$ cat src/rtl/io_led_switch_responder_pkg.sv
// Purpose: shared IO map constants and debounce state type for the LED/switch responder.
// Latency: n/a (declarations only).
// Backpressure: n/a.
package io_map_pkg;

  localparam logic [31:0] LED_BASE = 32'hFFFF_FC60;
  localparam logic [31:0] SW_BASE  = 32'hFFFF_FC70;

  // Halfword offsets within each peripheral window
  localparam logic [31:0] OFF_LO = 32'd0;
  localparam logic [31:0] OFF_HI = 32'd2;

  typedef enum logic {
    STABLE   = 1'b0,
    COUNTING = 1'b1
  } deb_state_e;

endpackage

$ cat src/rtl/io_led_switch_responder_if.sv
// Purpose: CPU-side memory-mapped IO bus (address, strobes, chip-selects, read data).
// Latency: n/a (wires only).
// Backpressure: none; strobes are single-cycle and always accepted.
interface io_led_switch_responder_if;

  logic [31:0] address;
  logic [31:0] write_data;
  logic        iowrite;
  logic        ioread;
  logic        LEDCtrl;
  logic        SwitchCtrl;
  logic [15:0] ioread_data;

  // CPU side drives the request, consumes read data
  modport master (
    output address, write_data, iowrite, ioread, LEDCtrl, SwitchCtrl,
    input  ioread_data
  );

  // Peripheral side consumes the request, returns read data
  modport slave (
    input  address, write_data, iowrite, ioread, LEDCtrl, SwitchCtrl,
    output ioread_data
  );

endinterface

$ cat src/rtl/io_led_switch_responder_debounce.sv
// Purpose: 2-flop synchronizer plus whole-vector debouncer for raw board switches.
// Latency: a stable pin change appears on deb_o 2 + DEBOUNCE_CYCLES cycles later.
// Backpressure: none; free-running sampler.
module switch_debounce
  import io_map_pkg::*;
#(
  parameter int          W               = 24,
  parameter int          CNT_W           = 20,
  parameter int unsigned DEBOUNCE_CYCLES = 1_000_000
) (
  input  logic         clock,
  input  logic         reset,
  input  logic [W-1:0] pins_i,
  output logic [W-1:0] deb_o
);

  localparam logic [CNT_W-1:0] CNT_LAST = CNT_W'(DEBOUNCE_CYCLES - 1);
  localparam logic [CNT_W-1:0] CNT_ONE  = CNT_W'(1);

  logic [W-1:0]     s1_q;
  logic [W-1:0]     s2_q;
  logic [W-1:0]     cand_q;
  logic [W-1:0]     deb_q;
  logic [CNT_W-1:0] cnt_q;
  deb_state_e       state_q;

  // Synchronize raw pins, then accept a new vector only after it holds for the full window
  always_ff @(posedge clock) begin
    if (!reset) begin
      s1_q    <= '0;
      s2_q    <= '0;
      cand_q  <= '0;
      deb_q   <= '0;
      cnt_q   <= '0;
      state_q <= STABLE;
    end else begin
      s1_q <= pins_i;
      s2_q <= s1_q;
      case (state_q)
        STABLE: begin
          if (s2_q != deb_q) begin
            state_q <= COUNTING;
            cand_q  <= s2_q;
            cnt_q   <= CNT_ONE;
          end else begin
            cnt_q <= '0;
          end
        end
        COUNTING: begin
          // Bounce back to the accepted value is checked first: the candidate
          // always differs from deb, so this case would otherwise look like a restart.
          if (s2_q == deb_q) begin
            state_q <= STABLE;
            cnt_q   <= '0;
          end else if (s2_q != cand_q) begin
            cand_q <= s2_q;
            cnt_q  <= CNT_ONE;
          end else if (cnt_q >= CNT_LAST) begin
            deb_q   <= cand_q;
            state_q <= STABLE;
            cnt_q   <= '0;
          end else if (cnt_q != '1) begin
            cnt_q <= cnt_q + CNT_ONE;
          end
        end
        default: begin
          state_q <= STABLE;
          cnt_q   <= '0;
        end
      endcase
    end
  end

  assign deb_o = deb_q;

endmodule

$ cat src/rtl/io_led_switch_responder.sv
// Purpose: IO responder decoding CPU writes into 24 LED registers and returning debounced switches.
// Latency: LED write visible 1 cycle after the edge; switch read data is combinational.
// Backpressure: none; every strobe is accepted, unmapped accesses set the sticky io_err.
module io_led_switch_responder
  import io_map_pkg::*;
#(
  parameter int unsigned DEBOUNCE_CYCLES = 1_000_000,
  parameter int          CNT_W           = 20
) (
  input  logic                          clock,
  input  logic                          reset,
  io_led_switch_responder_if.slave      bus,
  input  logic [23:0]                   switch_pins,
  output logic [23:0]                   led_pins,
  output logic                          io_err
);

  localparam logic [31:0] LED_LO_A = LED_BASE + OFF_LO;
  localparam logic [31:0] LED_HI_A = LED_BASE + OFF_HI;
  localparam logic [31:0] SW_LO_A  = SW_BASE + OFF_LO;
  localparam logic [31:0] SW_HI_A  = SW_BASE + OFF_HI;

  logic [23:0] led_q;
  logic [23:0] led_d;
  logic        err_q;
  logic        err_d;
  logic [15:0] rdata;
  logic [23:0] deb;
  logic        wr_sel;
  logic        rd_sel;
  logic        unused_wdata;

  // Only the low halfword of store data reaches the LEDs
  assign unused_wdata = ^bus.write_data[31:16];

  switch_debounce #(
    .W              (24),
    .CNT_W          (CNT_W),
    .DEBOUNCE_CYCLES(DEBOUNCE_CYCLES)
  ) u_debounce (
    .clock (clock),
    .reset (reset),
    .pins_i(switch_pins),
    .deb_o (deb)
  );

  assign wr_sel = bus.iowrite & bus.LEDCtrl;
  assign rd_sel = bus.ioread & bus.SwitchCtrl;

  // Decode write and read paths independently; either path can raise the error flag
  always_comb begin
    led_d = led_q;
    err_d = err_q;
    rdata = 16'h0000;
    if (wr_sel) begin
      if (bus.address == LED_LO_A) begin
        led_d[15:0] = bus.write_data[15:0];
      end else if (bus.address == LED_HI_A) begin
        led_d[23:16] = bus.write_data[7:0];
      end else begin
        err_d = 1'b1;
      end
    end
    if (rd_sel) begin
      if (bus.address == SW_LO_A) begin
        rdata = deb[15:0];
      end else if (bus.address == SW_HI_A) begin
        rdata = {8'h00, deb[23:16]};
      end else begin
        err_d = 1'b1;
      end
    end
  end

  // LED registers and sticky error flag; reset overrides any same-cycle write
  always_ff @(posedge clock) begin
    if (!reset) begin
      led_q <= '0;
      err_q <= 1'b0;
    end else begin
      led_q <= led_d;
      err_q <= err_d;
    end
  end

  assign bus.ioread_data = rdata;
  assign led_pins        = led_q;
  assign io_err          = err_q;

endmodule

$ cat src/flat_wrapper.sv
// flat-port wrapper written by rule: the top's interface ports become plain ports
module io_led_switch_responder_flat import io_map_pkg::*;
#(
  parameter int unsigned DEBOUNCE_CYCLES = 1_000_000,
  parameter int          CNT_W           = 20
)
  (clock, reset, switch_pins, led_pins, io_err, bus_address, bus_write_data, bus_iowrite, bus_ioread, bus_LEDCtrl, bus_SwitchCtrl, bus_ioread_data);
  io_led_switch_responder_if bus_i ();
  input  logic clock;
  input  logic reset;
  input  logic [23:0] switch_pins;
  output logic [23:0] led_pins;
  output logic io_err;
  input wire logic [$bits(bus_i.address)-1:0] bus_address;
  input wire logic [$bits(bus_i.write_data)-1:0] bus_write_data;
  input wire logic [$bits(bus_i.iowrite)-1:0] bus_iowrite;
  input wire logic [$bits(bus_i.ioread)-1:0] bus_ioread;
  input wire logic [$bits(bus_i.LEDCtrl)-1:0] bus_LEDCtrl;
  input wire logic [$bits(bus_i.SwitchCtrl)-1:0] bus_SwitchCtrl;
  output wire logic [$bits(bus_i.ioread_data)-1:0] bus_ioread_data;
  assign bus_i.address = bus_address;
  assign bus_i.write_data = bus_write_data;
  assign bus_i.iowrite = bus_iowrite;
  assign bus_i.ioread = bus_ioread;
  assign bus_i.LEDCtrl = bus_LEDCtrl;
  assign bus_i.SwitchCtrl = bus_SwitchCtrl;
  assign bus_ioread_data = bus_i.ioread_data;
  io_led_switch_responder #(.DEBOUNCE_CYCLES(DEBOUNCE_CYCLES), .CNT_W(CNT_W)) u_core (.clock(clock), .reset(reset), .bus(bus_i), .switch_pins(switch_pins), .led_pins(led_pins), .io_err(io_err));
endmodule
$ cat config.mk
export PLATFORM = sky130hd
export DESIGN_NAME = io_led_switch_responder_flat
export DESIGN_NICKNAME = d
export VERILOG_FILES = /design/src/rtl/io_led_switch_responder_pkg.sv /design/src/rtl/io_led_switch_responder_if.sv /design/src/rtl/io_led_switch_responder_debounce.sv /design/src/rtl/io_led_switch_responder.sv /design/src/flat_wrapper.sv
export SDC_FILE = /design/constraint.sdc
export NUM_CORES = 1
export LEC_CHECK = 0
export ABC_AREA = 1
export CAP_MARGIN = 40
export CELL_PAD_IN_SITES_DETAIL_PLACEMENT = 0
export CELL_PAD_IN_SITES_GLOBAL_PLACEMENT = 1
export CORE_ASPECT_RATIO = 0.75
export CORE_MARGIN = 3
export CORE_UTILIZATION = 36
export DETAILED_ROUTE_END_ITERATION = 10
export GPL_ROUTABILITY_DRIVEN = 0
export PLACE_DENSITY = 0.85
export SLEW_MARGIN = 20
export SYNTH_ARGS = -nofsm -noshare
export SYNTH_HDL_FRONTEND = slang
export SYNTH_HIERARCHICAL = 1
export SYNTH_SLANG_ARGS = --single-unit
$ cat constraint.sdc
create_clock -name clock -period 1.88 [get_ports clock]
set_input_delay 0.47 -clock clock [delete_from_list [all_inputs] [get_ports clock]]
set_output_delay 0.47 -clock clock [all_outputs]
set_load 0.1 [all_outputs]
* After elaboration in Yosys (flattened, before gate mapping) *
Cells that the tools add are included.

storage, ports and cells
  flip-flop bits (word level) = 142
  bits of input ports = 94
  output and inout bits = 41
  logic and storage cells = 57

operators by class
  muxes and demuxes = 24
  equal/unequal tests = 12
  reductions and logical operators = 4
  $lt $le $gt $ge = 1
  bitwise logic cells = 6
  add/sub/neg operators = 1

operators by type and width
  cell                                                        number
  equality test 32 bit (second input constant)                4
  2-to-1 mux 20 bit                                           4
  2-to-1 mux 24 bit                                           3
  inequality test 24 bit                                      2
  one-hot mux 24 bit (2 select lines)                         1
  one-hot mux 20 bit (2 select lines)                         1
  2-to-1 mux 16 bit                                           2
  equality test 24 bit                                        1
  adder 20 x 1 -> 20 bit (second input constant)              1
  greater-or-equal comparator 20 bit (second input constant)  1
  inequality test 20 bit (second input constant)              1
  2-to-1 mux 1 bit                                            11
  2-to-1 mux 8 bit                                            1
  AND reduction 3 bit                                         2
  inequality test 5 x 1 -> 1 bit (second input constant)      1
  inequality test 2 bit (second input constant)               2
  NOT 1 bit                                                   4
  AND reduction 4 bit                                         1
  AND 1 bit                                                   2
  inequality test 2 x 1 -> 1 bit (second input constant)      1
  one-hot mux 1 bit (2 select lines)                          1
  AND reduction 2 bit                                         1

* Logic depth before layout (Yosys ltp) *
  depth after elaboration = 7
  depth in mapped cells = 14
  mapped depth without buffers = 12

* Modules after synthesis *
The synthesis kept the hierarchy.

by module, submodules not included
  module                   times used  cells each  sequential area each (µm²)  area an instance (µm²)
  switch_debounce          1           834         2342.2                      5351.4
  io_led_switch_responder  1           227         500.5                       1483.9

* Worst setup path after synthesis *
No wires, ideal clock.

  kind = input to output
  start = input bus_address[17]
  end = output bus_ioread_data[0]
  path buffers = 0
  arrival = 2.744 ns
  stages = 8
  data required time = 1.410 ns
  path slack = -1.334 ns
  cells stage by stage = nand2_1 > nor2_2 > nand2_2 > nor2_8 > nand3_2 > inv_2 > nand2_1 > a21oi_1

on the way
  longest elaborated chain between the ends = 4
  elaborated cells on any way between the ends = 5
  classes of those cells = 2 x eq/ne; 3 x mux

ends and longest elaborated chain
  element                line                           RTL
  from (decl)            flat_wrapper.sv:14             input wire logic [$bits(bus_i.address)-1:0] bus_address;
  equality test 32 bit   io_led_switch_responder.sv:67  end else if (bus.address == SW_HI_A) begin
  2-to-1 mux 8 bit       io_led_switch_responder.sv:67
  2-to-1 mux 16 bit (*)  io_led_switch_responder.sv:65  if (bus.address == SW_LO_A) begin
  2-to-1 mux 16 bit (*)  io_led_switch_responder.sv:64  if (rd_sel) begin
  to (decl)              flat_wrapper.sv:20             output wire logic [$bits(bus_i.ioread_data)-1:0] bus_ioread_data;

Every way passes the cells marked *; elsewhere a longest branch is shown, timed or not.

* Worst setup path in the final report *
  start = input bus_address[16]
  end = output bus_ioread_data[1]

Same word-level chain as after synthesis.

==> metrics.md <==
| Metric | Value |
|---|---|
| Gr ovfl total | 0 |
| Highest clock rate | approximately 440 MHz |
| Final Max Slew Viols | 0 |
| Slew HR | 76.7% |
| Htree depth | 4 |
| DR vias | 6928 |
| Dpl ws | -0.831 ns |
| Ys async rst share | 0% |
| Clock Latency Late Sink | 0.42 ns |
| Status | finished, violations left |
| CTS tree | built |
| Crit start category | input port |
| Final WS setup | -0.387 ns |
| Total power | roughly 0.0073 W |
| Largest net degree at the start of global routing | 53 |
| FF+latch count, synth | roughly 140 |
| CP Capture Type | output pin |
| Clock tree buffer depth | 2 |
| I/O Buffers | 118 |
| Hold path startpoint | u_core/u_debounce/s1_q[14] |
| Netlist Area Pre-Place | 6840 sq um |
| Class of the worst hold path | reg -> reg |
| Diode count | 0 |
| CP Data Required Time | 1.41 ns |
| Final Hold Fails | 0 |
| Synth warnings | 6 |
| Post-route ant nets | 0 |
| Mean area per synthesized cell | roughly 6.4 sq um |
| PD cells | 688 nW/um^2 |
| DRC violations left | 0 |
| Final setup fails | 17 |
| R2r setup slk | 0 ns |
| Critical Path Start | bus_address[16] |
| Fraction of layout cells with a size suffix above 1 | 33.6% |
| Worst clock skew | 0.0102 ns |
| Layout Nets | 1351 |
| DRT Pass-1 Iters | 4 |
| Synth Flop Type | dfxtp_1 |
| Hold Buf Count CTS | 0 |
| Total clock buffers created by CTS | 17 |
| Die Wd | 165 microns |
| MaxCap Viol Count | 0 |
| VDD IR max | 441 uV |
| Area grow syn2layout | 56.3% |
| Arrival time worst endpoint | 1.80 ns |
| Post-Route WL | 20900 microns |
| RSZ-0062 raised after global routing | true |
| Die Y | between 100 and 150 microns |
| Final HPWL DP | about 14000 microns |
| Final worst path period share | 121% |
| Unique masters post-synth | 36 |
| CTS Root Cell | clkbuf_16 |
| Iter 0 DRT Violations | 441 |
| Initial antenna violation count | 0 |
| Synth Instances | about 1100 |
| Routed WL per cell | 13.8 microns |
| Worst-Margin Slew | 0.346 ns |
| Ports | 135 |
| Period minus WS final | between 2 and 2.5 ns |
| Clk slew on worst S/H paths | 0.07 ns |
| Die Area | roughly 21000 sq um |
| Vias/cell | 4.59 |
| Reg-to-reg startpoint | u_core/u_debounce/s2_q[20] |
| Effective utilization at floorplan | 37.7% |
| Syn_nets | ~1200 |
| Violated checks | setup timing |
| Setup TNS | -5.39 ns |
| Lkg Pwr | ~4.8 nW |
| Seq/Total Area, Yosys | 41.6% |
| Core Area | ~18000 sq um |
| Vias in the first global route | 6172 |
| Crit path max fanout | 5 |
| Clock sink count | 142 |
| Crit Path Class | in -> out |
| Row cnt | 42 |
| Global-route wire length before repair | 31200 microns |
| Fillers | between 1500 and 2000 |
| Number of enable flip-flop cells after synthesis | 0 |
| GRT Total Usage | roughly a fifth |
==> worst max-delay path: stages <==
cell and delay [ns]:
clkdlybuf4s15_1 0.17, nand2_2 0.06, nor2_4 0.10, nand2_4 0.07, nor2_8 0.14, nand2_4 0.07
nor2_4 0.10, buf_6 0.15, nand3_2 0.10, a21oi_4 0.16, buf_12 0.19
==> final cells by class <==
class	instances	area, sq um	area share [%]
clock buffer	17	425	3.98
clock inverter	15	190	1.78
inverter	167	646	6.04
multi-input combinational	721	3880	36.4
sequential	142	2920	27.4
tap	242	303	2.83
timing repair buffer	207	2310	21.6
==> through the flow <==
step | utilization [%] | instances | hold WS, ns | instance area (sq um)
floorplan | - | 1061 | 0.390 | 7020
global placement | 51.2 | 1451 | 0.395 | 9290
detailed placement | 51.2 | 1451 | 0.397 | 9290
CTS | 55.7 | 1496 | 0.411 | 10100
global route | 58.9 | 1511 | 0.421 | 10700
finish | 58.9 | 1511 | 0.409 | 10700
==> Yosys cell counts (2+ instances only) <==
| library cell | instances | area (sq um) |
|---|---|---|
| nor2_1 | 150 | 563 |
| nand2_4 | 2 | 22.5 |
| dfxtp_1 | 142 | 2840 |
| o21ai_0 | 2 | 10.0 |
| nand3_1 | 84 | 420 |
| inv_1 | 141 | 529 |
| nand2_1 | 372 | 1400 |
| clkinv_1 | 3 | 11.3 |
| a21oi_2 | 10 | 87.6 |
| inv_2 | 22 | 82.6 |
| nor2_4 | 7 | 78.8 |
| buf_1 | 4 | 15.0 |
| nand4_4 | 3 | 63.8 |
| buf_6 | 2 | 22.5 |
| nand2_2 | 13 | 81.3 |
| xor2_1 | 4 | 35.0 |
| nand4_1 | 7 | 43.8 |
| a21oi_1 | 44 | 220 |
| nor2_2 | 6 | 37.5 |
| clkbuf_1 | 14 | 52.6 |
| buf_2 | 7 | 35.0 |
| buf_4 | 5 | 37.5 |
| nor3_1 | 4 | 20.0 |
==> state kept, by name (all words and copies together) (netlist names) <==
signal                     count
u_core/led_pins               24
u_core/u_debounce/cand_q      24
u_core/u_debounce/deb_o       24
u_core/u_debounce/s1_q        24
u_core/u_debounce/s2_q        24
u_core/u_debounce/cnt_q       20
u_core/io_err                  1
u_core/u_debounce/state_q      1
==> routing by layer <==
layer / share of wire, % / wire, microns / track usage (%)
met1: 49 / 10200 / 27.5
met2: 44 / 9220 / 28.6
met3: 6.5 / 1360 / 4.83
met4: 0.77 / 162 / 3.40
met5: 0 / 0 / 0
==> cell families (layout without fill, tap and decap cells) <==
group,Yosys count,in the layout,synth area share (%)
simple gates,656,658,41.0
buf+inv,200,406,11.9
flops,142,142,41.6
compound gates,58,58,4.81
xor+xnor,4,4,0.512
fa+ha+maj,1,1,0.183
==> power by group <==
part | switching (W) | leakage, nW | internal, W
clock | 0.00152 | 0.302 | 0.00203
sequential | 0.0000527 | 1.18 | 0.00307
combinational | 0.000372 | 3.33 | 0.000289
total | 0.00195 | 4.81 | 0.00540
==> cell usage in the layout, fill, tap and decap left out, drive strengths merged <==
master,netlist,routed
and2,1,1
inv,163,172
buf,19,147
bufinv,0,2
clkbuf,14,28
a21oi,54,54
nor3,5,5
a31oi,1,1
clkdlybuf4s15,0,1
or2,3,3
dlygate4sd2,0,4
nor4,1,1
nand2,387,388
o21ai,3,3
nand4,10,11
nor2,164,164
nand3,85,85
clkdlybuf4s50,0,44
clkinv,4,7
clkinvlp,0,1
dfxtp,142,142
ha,1,1
xor2,4,4
==> worst paths after layout <==
check,end,depth (start not counted)
hold reg to reg,u_core/u_debounce/s2_q[14],2
setup reg to reg,u_core/u_debounce/deb_o[22],12
hold / removal,u_core/u_debounce/s2_q[14],2
setup / recovery,bus_ioread_data[1],11
==> what timing repair did <==
item,in CTS,in global routing
gates cloned,0,6
setup endpoints to repair,68,109
pin swaps,35,62
setup buffers,13,11
gates resized for setup,129,168
(Power assumes the default switching activity.)
